`src/rtl/mtm_alu_deserializer.sv`:
```
// mtm_alu_deserializer: frames the serial sin stream into {B,A} and CMD bytes and emits checked operand or error pulses
// Ports:
//   clk, rst         clock (one serial bit per cycle), synchronous active-high reset
//   sin              serial input, idles high
//   out_valid        one-cycle pulse, out_a/out_b/out_op valid (held until next pulse)
//   out_a, out_b     32-bit operands
//   out_op           3-bit opcode
//   err_valid        one-cycle pulse, err_flags valid (held until next pulse)
//   err_flags        one-hot {ERR_DATA, ERR_CRC, ERR_OP}
//   frame_err        one-cycle pulse when a stop bit is sampled low
module mtm_alu_deserializer #(
    parameter int DATA_BYTES = 8,
    parameter logic [3:0] CRC_INIT = 4'b0000
) (
    input  logic        clk,
    input  logic        rst,
    input  logic        sin,
    output logic        out_valid,
    output logic [31:0] out_a,
    output logic [31:0] out_b,
    output logic [2:0]  out_op,
    output logic        err_valid,
    output logic [2:0]  err_flags,
    output logic        frame_err
);
    typedef enum logic [2:0] {IDLE, TYPE, BITS, STOP, WAIT_IDLE} state_t;
    localparam logic [3:0] FULL = 4'(DATA_BYTES);
    localparam logic [3:0] SAT  = 4'(DATA_BYTES + 1);
    state_t      state, state_nxt;
    logic        is_cmd;
    logic [2:0]  bit_cnt;
    logic [7:0]  shift;
    logic [63:0] data;
    logic [3:0]  byte_cnt;
    logic [2:0]  op;
    logic        op_ok;
    logic [2:0]  err_code;
    // Serial Galois LFSR for x^4+x+1, message fed MSB first.
    function automatic logic [3:0] crc4(input logic [67:0] d);
        logic [3:0] c;
        logic       fb;
        c = CRC_INIT;
        for (int i = 67; i >= 0; i--) begin
            fb = d[i] ^ c[3];
            c  = {c[2:1], c[0] ^ fb, fb};
        end
        return c;
    endfunction
    assign op    = shift[6:4];
    assign op_ok = op inside {3'b000, 3'b001, 3'b100, 3'b101};
    // Priority data > crc > op keeps the flag one-hot.
    assign err_code = (byte_cnt != FULL)                       ? 3'b100 :
                      (crc4({data, 1'b1, op}) != shift[3:0])   ? 3'b010 :
                      !op_ok                                   ? 3'b001 : 3'b000;
    always_ff @(posedge clk) begin
        if (rst) state <= IDLE;
        else     state <= state_nxt;
    end
    always_comb begin
        state_nxt = state;
        case (state)
            IDLE:      state_nxt = sin ? IDLE : TYPE;
            TYPE:      state_nxt = BITS;
            BITS:      state_nxt = (bit_cnt == 3'd7) ? STOP : BITS;
            STOP:      state_nxt = sin ? IDLE : WAIT_IDLE;
            WAIT_IDLE: state_nxt = sin ? IDLE : WAIT_IDLE;
            default:   state_nxt = IDLE;
        endcase
    end
    always_ff @(posedge clk) begin
        if (rst) begin
            is_cmd    <= 1'b0;
            bit_cnt   <= '0;
            shift     <= '0;
            data      <= '0;
            byte_cnt  <= '0;
            out_valid <= 1'b0;
            out_a     <= '0;
            out_b     <= '0;
            out_op    <= '0;
            err_valid <= 1'b0;
            err_flags <= '0;
            frame_err <= 1'b0;
        end else begin
            out_valid <= 1'b0;
            err_valid <= 1'b0;
            frame_err <= 1'b0;
            case (state)
                TYPE: begin
                    is_cmd  <= sin;
                    bit_cnt <= '0;
                end
                BITS: begin
                    shift   <= {shift[6:0], sin};
                    bit_cnt <= bit_cnt + 3'd1;
                end
                STOP: begin
                    if (!sin) begin
                        frame_err <= 1'b1;
                        byte_cnt  <= '0;
                    end else if (!is_cmd) begin
                        data     <= {data[55:0], shift};
                        byte_cnt <= (byte_cnt == SAT) ? SAT : byte_cnt + 4'd1;
                    end else begin
                        byte_cnt <= '0;
                        if (err_code != 3'b000) begin
                            err_valid <= 1'b1;
                            err_flags <= err_code;
                        end else begin
                            out_valid <= 1'b1;
                            out_b     <= data[63:32];
                            out_a     <= data[31:0];
                            out_op    <= op;
                        end
                    end
                end
                default: ;
            endcase
        end
    end
endmodule

```
`config.mk`:
```
export PLATFORM = sky130hd
export DESIGN_NAME = mtm_alu_deserializer
export DESIGN_NICKNAME = d
export VERILOG_FILES = /design/src/rtl/mtm_alu_deserializer.sv
export SDC_FILE = /design/constraint.sdc
export NUM_CORES = 1
export LEC_CHECK = 0
export BUFFER_PORTS_ARGS = -buffer_cell sky130_fd_sc_hd__buf_2
export CAP_MARGIN = 20
export CORE_ASPECT_RATIO = 0.6
export CORE_MARGIN = 2
export CORE_UTILIZATION = 60
export CTS_BUF_LIST = sky130_fd_sc_hd__clkbuf_4 sky130_fd_sc_hd__clkbuf_8
export CTS_CLUSTER_DIAMETER = 100
export DETAILED_ROUTE_END_ITERATION = 10
export HOLD_SLACK_MARGIN = 0.03
export PLACE_DENSITY = 0.91
export SLEW_MARGIN = 20
export SYNTH_ARGS = -nofsm -noshare
export SYNTH_HDL_FRONTEND = slang
export SYNTH_SLANG_ARGS = --single-unit
```
`constraint.sdc`:
```
create_clock -name clk -period 8.2 [get_ports clk]
set_input_delay 1.23 -clock clk [delete_from_list [all_inputs] [get_ports clk]]
set_output_delay 1.23 -clock clk [all_outputs]
set_load 0.02 [all_outputs]
```
# --- Word level (Yosys, flattened, before mapping) ---
# Index checks and enable logic that the tools add are counted.
# Widths: inputs -> output; s select.
word_totals:
  regBits: 156
  output_inout_bits: 73
  elab_cells: 187
op_classes:
  n_reduce_logical: 11
  bitwise: 136
  add_sub_neg: 2
  eq_ne: 11
  n_mux: 14
op_table:
  columns: ["op", "n"]
  rows:
  - ["$xor 1x1->1", 131]
  - ["$eq 3x3->1 const B", 4]
  - ["$mux 4", 3]
  - ["$pmux 3 s4", 1]
  - ["$reduce_and 4->1", 2]
  - ["$eq 3x1->1 const B", 2]
  - ["$eq 3x2->1 const B", 2]
  - ["$logic_not 3->1", 2]
  - ["$mux 1", 6]
  - ["$mux 3", 2]
  - ["$pmux 3 s2", 1]
  - ["$not 1->1", 5]
  - ["$add 4x1->4 const B", 1]
  - ["$eq 4x4->1 const B", 1]
  - ["$ne 4x4->1", 1]
  - ["$ne 4x4->1 const B", 1]
  - ["$reduce_bool 4->1", 1]
  - ["$reduce_or 2->1", 2]
  - ["$reduce_or 4->1", 1]
  - ["$add 3x1->3 const B", 1]
  - ["$reduce_and 3->1", 1]
  - ["$reduce_bool 3->1", 1]
  - ["$mux 2", 1]
  - ["$reduce_bool 2->1", 1]

# --- Longest topological paths before layout ---
logic_depth:
  word_depth: 51
  mapped_depth: 14
  mapped_depth_nobuf: 11

# --- Worst setup path after synthesis ---
# No wires, ideal clock.
synth_path:
  path_type: "register to register"
  from: "register data[61]"
  to: "register err_flags[1]"
  arrival_time_ns: 3.977
  path_buffers: 2
  path_stages_with_launch: 14
  slack_ns: 4.153
  path_cell_list: "dfxtp_1 > xor2_1 > xnor2_1 > xnor3_1 > xnor3_2 > xnor3_1 > xnor3_2 > xor3_1 > o21a_1 > mux4_2 > buf_2 > buf_6 > a211o_1 > a21oi_1"
synth_via:
  elab_chain_cells: 48
  elab_cells_between_ends: 132
synth_rtl:
  columns: ["element", "line", "source"]
  rows:
  - ["start: declaration", "33", "logic [63:0] data;"]
  - ["start signal: assignment", "102", "data <= {data[55:0], shift};"]
  - ["$xor 1x1->1", "45", "c = {c[2:1], c[0] ^ fb, fb};"]
  - ["$xor 1x1->1", "44", "fb = d[i] ^ c[3];"]
  - ["$xor 1x1->1", "45", null]
  - ["$xor 1x1->1", "44", null]
  - ["$xor 1x1->1", "45", null]
  - ["$xor 1x1->1", "44", null]
  - ["$xor 1x1->1", "45", null]
  - ["$xor 1x1->1", "44", null]
  - ["[32 not listed]", null, null]
  - ["$xor 1x1->1", "45", null]
  - ["$xor 1x1->1", "44", null]
  - ["$xor 1x1->1", "45", null]
  - ["$ne 4x4->1 *", "53", "(crc4({data, 1'b1, op}) != shift[3:0]) ? 3'b010 :"]
  - ["$mux 2 *", "53", null]
  - ["$mux 3 *", "52", "assign err_code = (byte_cnt != FULL) ? 3'b100 :"]
  - ["$reduce_bool 3->1", "106", "if (err_code != 3'b000) begin"]
  - ["$reduce_and 4->1 (no source line)", null, null]
  - ["end signal: assignment", "108", "err_flags <= err_code;"]
  - ["end: declaration", "23", "output logic [2:0] err_flags,"]
# Every way passes the cells marked *; elsewhere a longest branch is shown, timed or not.
# A chain may end at the register's enable or synchronous reset.

# --- Worst setup path after layout ---
layout_path:
  from: "register data[54]"
  to: "register out_a[29]"
layout_via:
  elab_chain_cells: 46
  elab_cells_between_ends: 120
layout_rtl:
  columns: ["element", "line", "source"]
  rows:
  - ["$xor 1x1->1 *", "44", null]
  - ["$xor 1x1->1", "45", null]
  - ["$xor 1x1->1", "44", null]
  - ["$xor 1x1->1", "45", null]
  - ["$xor 1x1->1", "44", null]
  - ["$xor 1x1->1", "45", null]
  - ["$xor 1x1->1", "44", null]
  - ["$xor 1x1->1", "45", null]
  - ["[30 not listed]", null, null]
  - ["$xor 1x1->1", "44", null]
  - ["$xor 1x1->1", "45", null]
  - ["$ne 4x4->1 *", "53", null]
  - ["$mux 2 *", "53", null]
  - ["$mux 3 *", "52", null]
  - ["$reduce_bool 3->1 *", "106", null]
  - ["$not 1->1 (no source line) *", null, null]
  - ["$reduce_and 4->1 (no source line) *", null, null]
  - ["end signal: assignment", "112", "out_a <= data[31:0];"]
  - ["end: declaration", "19", "output logic [31:0] out_a,"]
# Marked as above.

==> run_results.csv <==
group,metric,value,unit
sta,finalHoldViolCount,0,
logic_synthesis,yosysUniqueCellTypes,39,
cells_and_area,final_cells,1054,
route,postRouteAntennaNets,0,
place,place_congestion,0.891,
global_routing,grt_usage,28.2,%
sta,rsz0062_at_grt,"no",
cells_and_area,antenna_cells,0,
logic_synthesis,avgSynthCellArea,8.79,sq um
worst_setup_path,start_kind,"flop",
clock_network,cts_sinks,156,
worst_setup_path,crit_start,"data[54]",
power,seqPwrFrac,55.9,%
floorplan,die_width,148,microns
power,p_switching,325,uW
global_routing,overflow,0,
clock_network,path_clk_slew,0.09,ns
logic_synthesis,synth_fp_nets,857,
floorplan,fp.dieH,90.5,microns
power,irDropWorstVdd,93.6,uV
logic_synthesis,yosys_warnings,0,
sta,fin_crit_sh,60.3,%
logic_synthesis,yosys.area.top_type_share,41.7,%
power,p_sw_share,23.8,%
global_routing,grt_max_degree,80,
floorplan,rows,31,
clock_network,ctsRootBufferMaster,"clkbuf_8",
clock_network,worst_skew_pair.late_latency,0.46,ns
clock_network,cts-hold-fix-buffers,0,
sta,setup_violations,0,
cells_and_area,area_growth,10.2,%
logic_synthesis,yosysMostFrequentCell,"dfxtp_1",
power,total_power,1.37,mW
worst_setup_path,cp.required,8.58,ns
sta,slew_viol_final,0,
power,pwr-share-clk,42.0,%
route,dr.first_iter.drc_count,599,
route,wirelength,18400,microns
status,status,"finished, final reports clean",
cells_and_area,drive_above_1_share,14.2,%
logic_synthesis,synth_seq_area_share,41.7,%
sta,fin_setup_tns,0,ns
logic_synthesis,netlist_instances,852,
worst_setup_path,crit_chain,"xnor2_1 > xnor2_1 > xnor3_1 > xnor3_2 > xor2_2 > xor3_1 > nor3_1 > o21a_1 > mux4_2 > buf_4 > nand4_1 > a21oi_1",
route,dr.pass1.iters,5,
route,num_vias,6351,
global_routing,antenna_found_initial,0,
sta,maxSlewHeadroom,45.1,%
worst_setup_path,cp_max_fo,37,
sta,fin_skew,0.0104,ns
clock_network,cts_resized,0,
worst_setup_path,cpLargestDelayFamily,"XOR/XNOR gates",
global_routing,grt_pass1_wl,30400,microns
global_routing,grt_pass1_vias,6008,
run,drv_cap,0,
worst_setup_path,r2r_setup_slack,3.26,ns
worst_setup_path,crit_buf_inv,1,
logic_synthesis,synth_ff_type,"dfxtp_1",
worst_setup_path,cp.depth,12,
sta,tightest_slew,0.821,ns
worst_setup_path,r2r_end,"out_a[29]",
worst_setup_path,slowest_stage,"mux4_2",
route,drc,0,
clock_network,cts_setup_buffers,0,
clock_network,cts_htree_levels,4,
power,cellLeakagePower,3.14,nW
min_path,holdCritPathClass,"flop to flop",
logic_synthesis,synth-edff-count,0,
worst_setup_path,endpoint,"out_a[29]",
clock_network,cts_buffers,17,
place,placed_cells,1022,
logic_synthesis,yosys-top-cells-area,"dfxtp_1, a21oi_1, xnor2_1",
sta,fmax,202,MHz
worst_setup_path,crit_path_frequent_cell,"xnor2_1",
route,viasPerCell,6.03,
worst_setup_path,path_class,"flop to flop",
clock_network,clock_path_buffers,2,
worst_setup_path,endpoint_kind,"flop",
logic_synthesis,synth_largest_area_cell,"dfxtp_1",
place,hpwl,11900,microns
logic_synthesis,synth-seq-cells,156,
power,internal_power,1.04,mW
worst_setup_path,slowest_delay,0.69,ns
logic_synthesis,async_flop_share,0,%
sta,post-route-min-period,4.94,ns
worst_setup_path,reg2reg_depth,12,
floorplan,boundaryPins,76,
floorplan,initial_core_util,61.9,%
route,wire_per_inst,17.5,microns
logic_synthesis,synth_top_cells_by_count,"dfxtp_1, a21oi_1, nand2_1",
power,comb_power_share,2.1,%
worst_setup_path,worstReg2RegStart,"data[54]",
clock_network,cts_tree,"done",
floorplan,core,12100,sq um
cells_and_area,nNetsFinal,881,
power,power.density,166,nW/um^2
worst_setup_path,cp.arrival,5.32,ns
logic_synthesis,syn_area,7490,sq um
floorplan,die_area,13400,sq um
place,io_buffers,75,
[flip-flops by register name, summed over array words and instances (netlist names)]
name	cells
byte_cnt	4
shift	8
out_a	32
frame_err	1
state	3
out_valid	1
err_flags	3
err_valid	1
out_op	3
out_b	32
data	64
bit_cnt	3
is_cmd	1
[cell families (layout without fill, tap and decap cells)]
family | after synthesis | after routing | share of synthesized area [%]
AOI/OAI and AO/OA | 228 | 228 | 15.6
DFF | 156 | 156 | 41.7
and+or+nand+nor | 256 | 256 | 15.9
xor gates and xnor gates | 119 | 119 | 20.4
adders and majority gates | 2 | 2 | 0.334
buffers and inverters | 79 | 116 | 4.08
muxes | 12 | 12 | 1.96
[power by group through the flow]
stage                     Sequential [mW]  Combinational (mW)  Clock [mW]
final                               0.763              0.0290       0.574
after global routing                0.764              0.0316       0.614
after CTS                           0.763              0.0287       0.580
after detailed placement            0.781              0.0285           0
after global placement              0.781              0.0282           0
after floorplan                     0.778              0.0258           0
[layer usage]
layer / part of all wire [%] / wire length, microns / global-route usage [%] / up-vias
met1: 46 / 8380 / 41.0 / 3030
met4: 0.92 / 169 / 6.75 / 0
met2: 44 / 8130 / 41.4 / 296
li1: - / - / - / 3004
met3: 9.3 / 1720 / 8.38 / 21
met5: 0 / 0 / 0 / -
[layout by cell type, fill, tap and decap left out, drive strengths merged, types with 2 or more instances in the layout]
| cell type | count |
|---|---|
| dfxtp | 156 |
| a21oi | 144 |
| nand2 | 133 |
| buf | 81 |
| o21ai | 74 |
| nand4 | 66 |
| xnor2 | 63 |
| nor2 | 26 |
| xnor3 | 26 |
| xor2 | 23 |
| clkbuf | 21 |
| nor3 | 16 |
| mux2i | 9 |
| xor3 | 7 |
| inv | 6 |
| o21a | 4 |
| clkinv | 4 |
| nor2b | 3 |
| clkinvlp | 3 |
| nand3 | 2 |
| nand2b | 2 |
| nor3b | 2 |
| nand4b | 2 |
| a311oi | 2 |
| ha | 2 |
| mux4 | 2 |
[worst min-delay path: stages (launching register included)]
cell     delay (ns)
dfxtp_1        0.32
nand2_1        0.05
a21oi_1        0.05
[through the flow]
| step | setup slack [ns] | instance area [sq um] | util, % | hold slack, ns |
|---|---|---|---|---|
| 5_1_grt | 3.02 | 8250 | 68.2 | 0.467 |
| 3_3_place_gp | 3.63 | 7850 | 64.8 | 0.437 |
| 4_1_cts | 3.36 | 8240 | 68.1 | 0.453 |
| 3_5_place_dp | 3.41 | 7850 | 64.8 | 0.443 |
| 6_report | 3.26 | 8250 | 68.2 | 0.458 |
| 2_1_floorplan | 4.15 | 7490 | - | 0.431 |
[worst min-delay path by stage]
| stage | to | cells after the start | startpoint |
|---|---|---|---|
| 5_1_grt | data[7] | 2 | shift[7] |
| 3_3_place_gp | data[7] | 2 | shift[7] |
| 3_5_place_dp | data[7] | 2 | shift[7] |
| 2_1_floorplan | data[7] | 2 | shift[7] |
| 6_report | data[7] | 2 | shift[7] |
| 4_1_cts | data[7] | 2 | shift[7] |
[cell type report]
cell class                      count  area [sq um]
Clock buffer                       21           289
Clock inverter                     11           106
Fill cell                         974          3850
Inverter                            3          11.3
Multi-Input combinational cell    617          4090
Sequential cell                   156          3120
Tap cell                          165           206
Timing Repair Buffer               81           423
No activity file was read; power rests on OpenSTA's default activity.
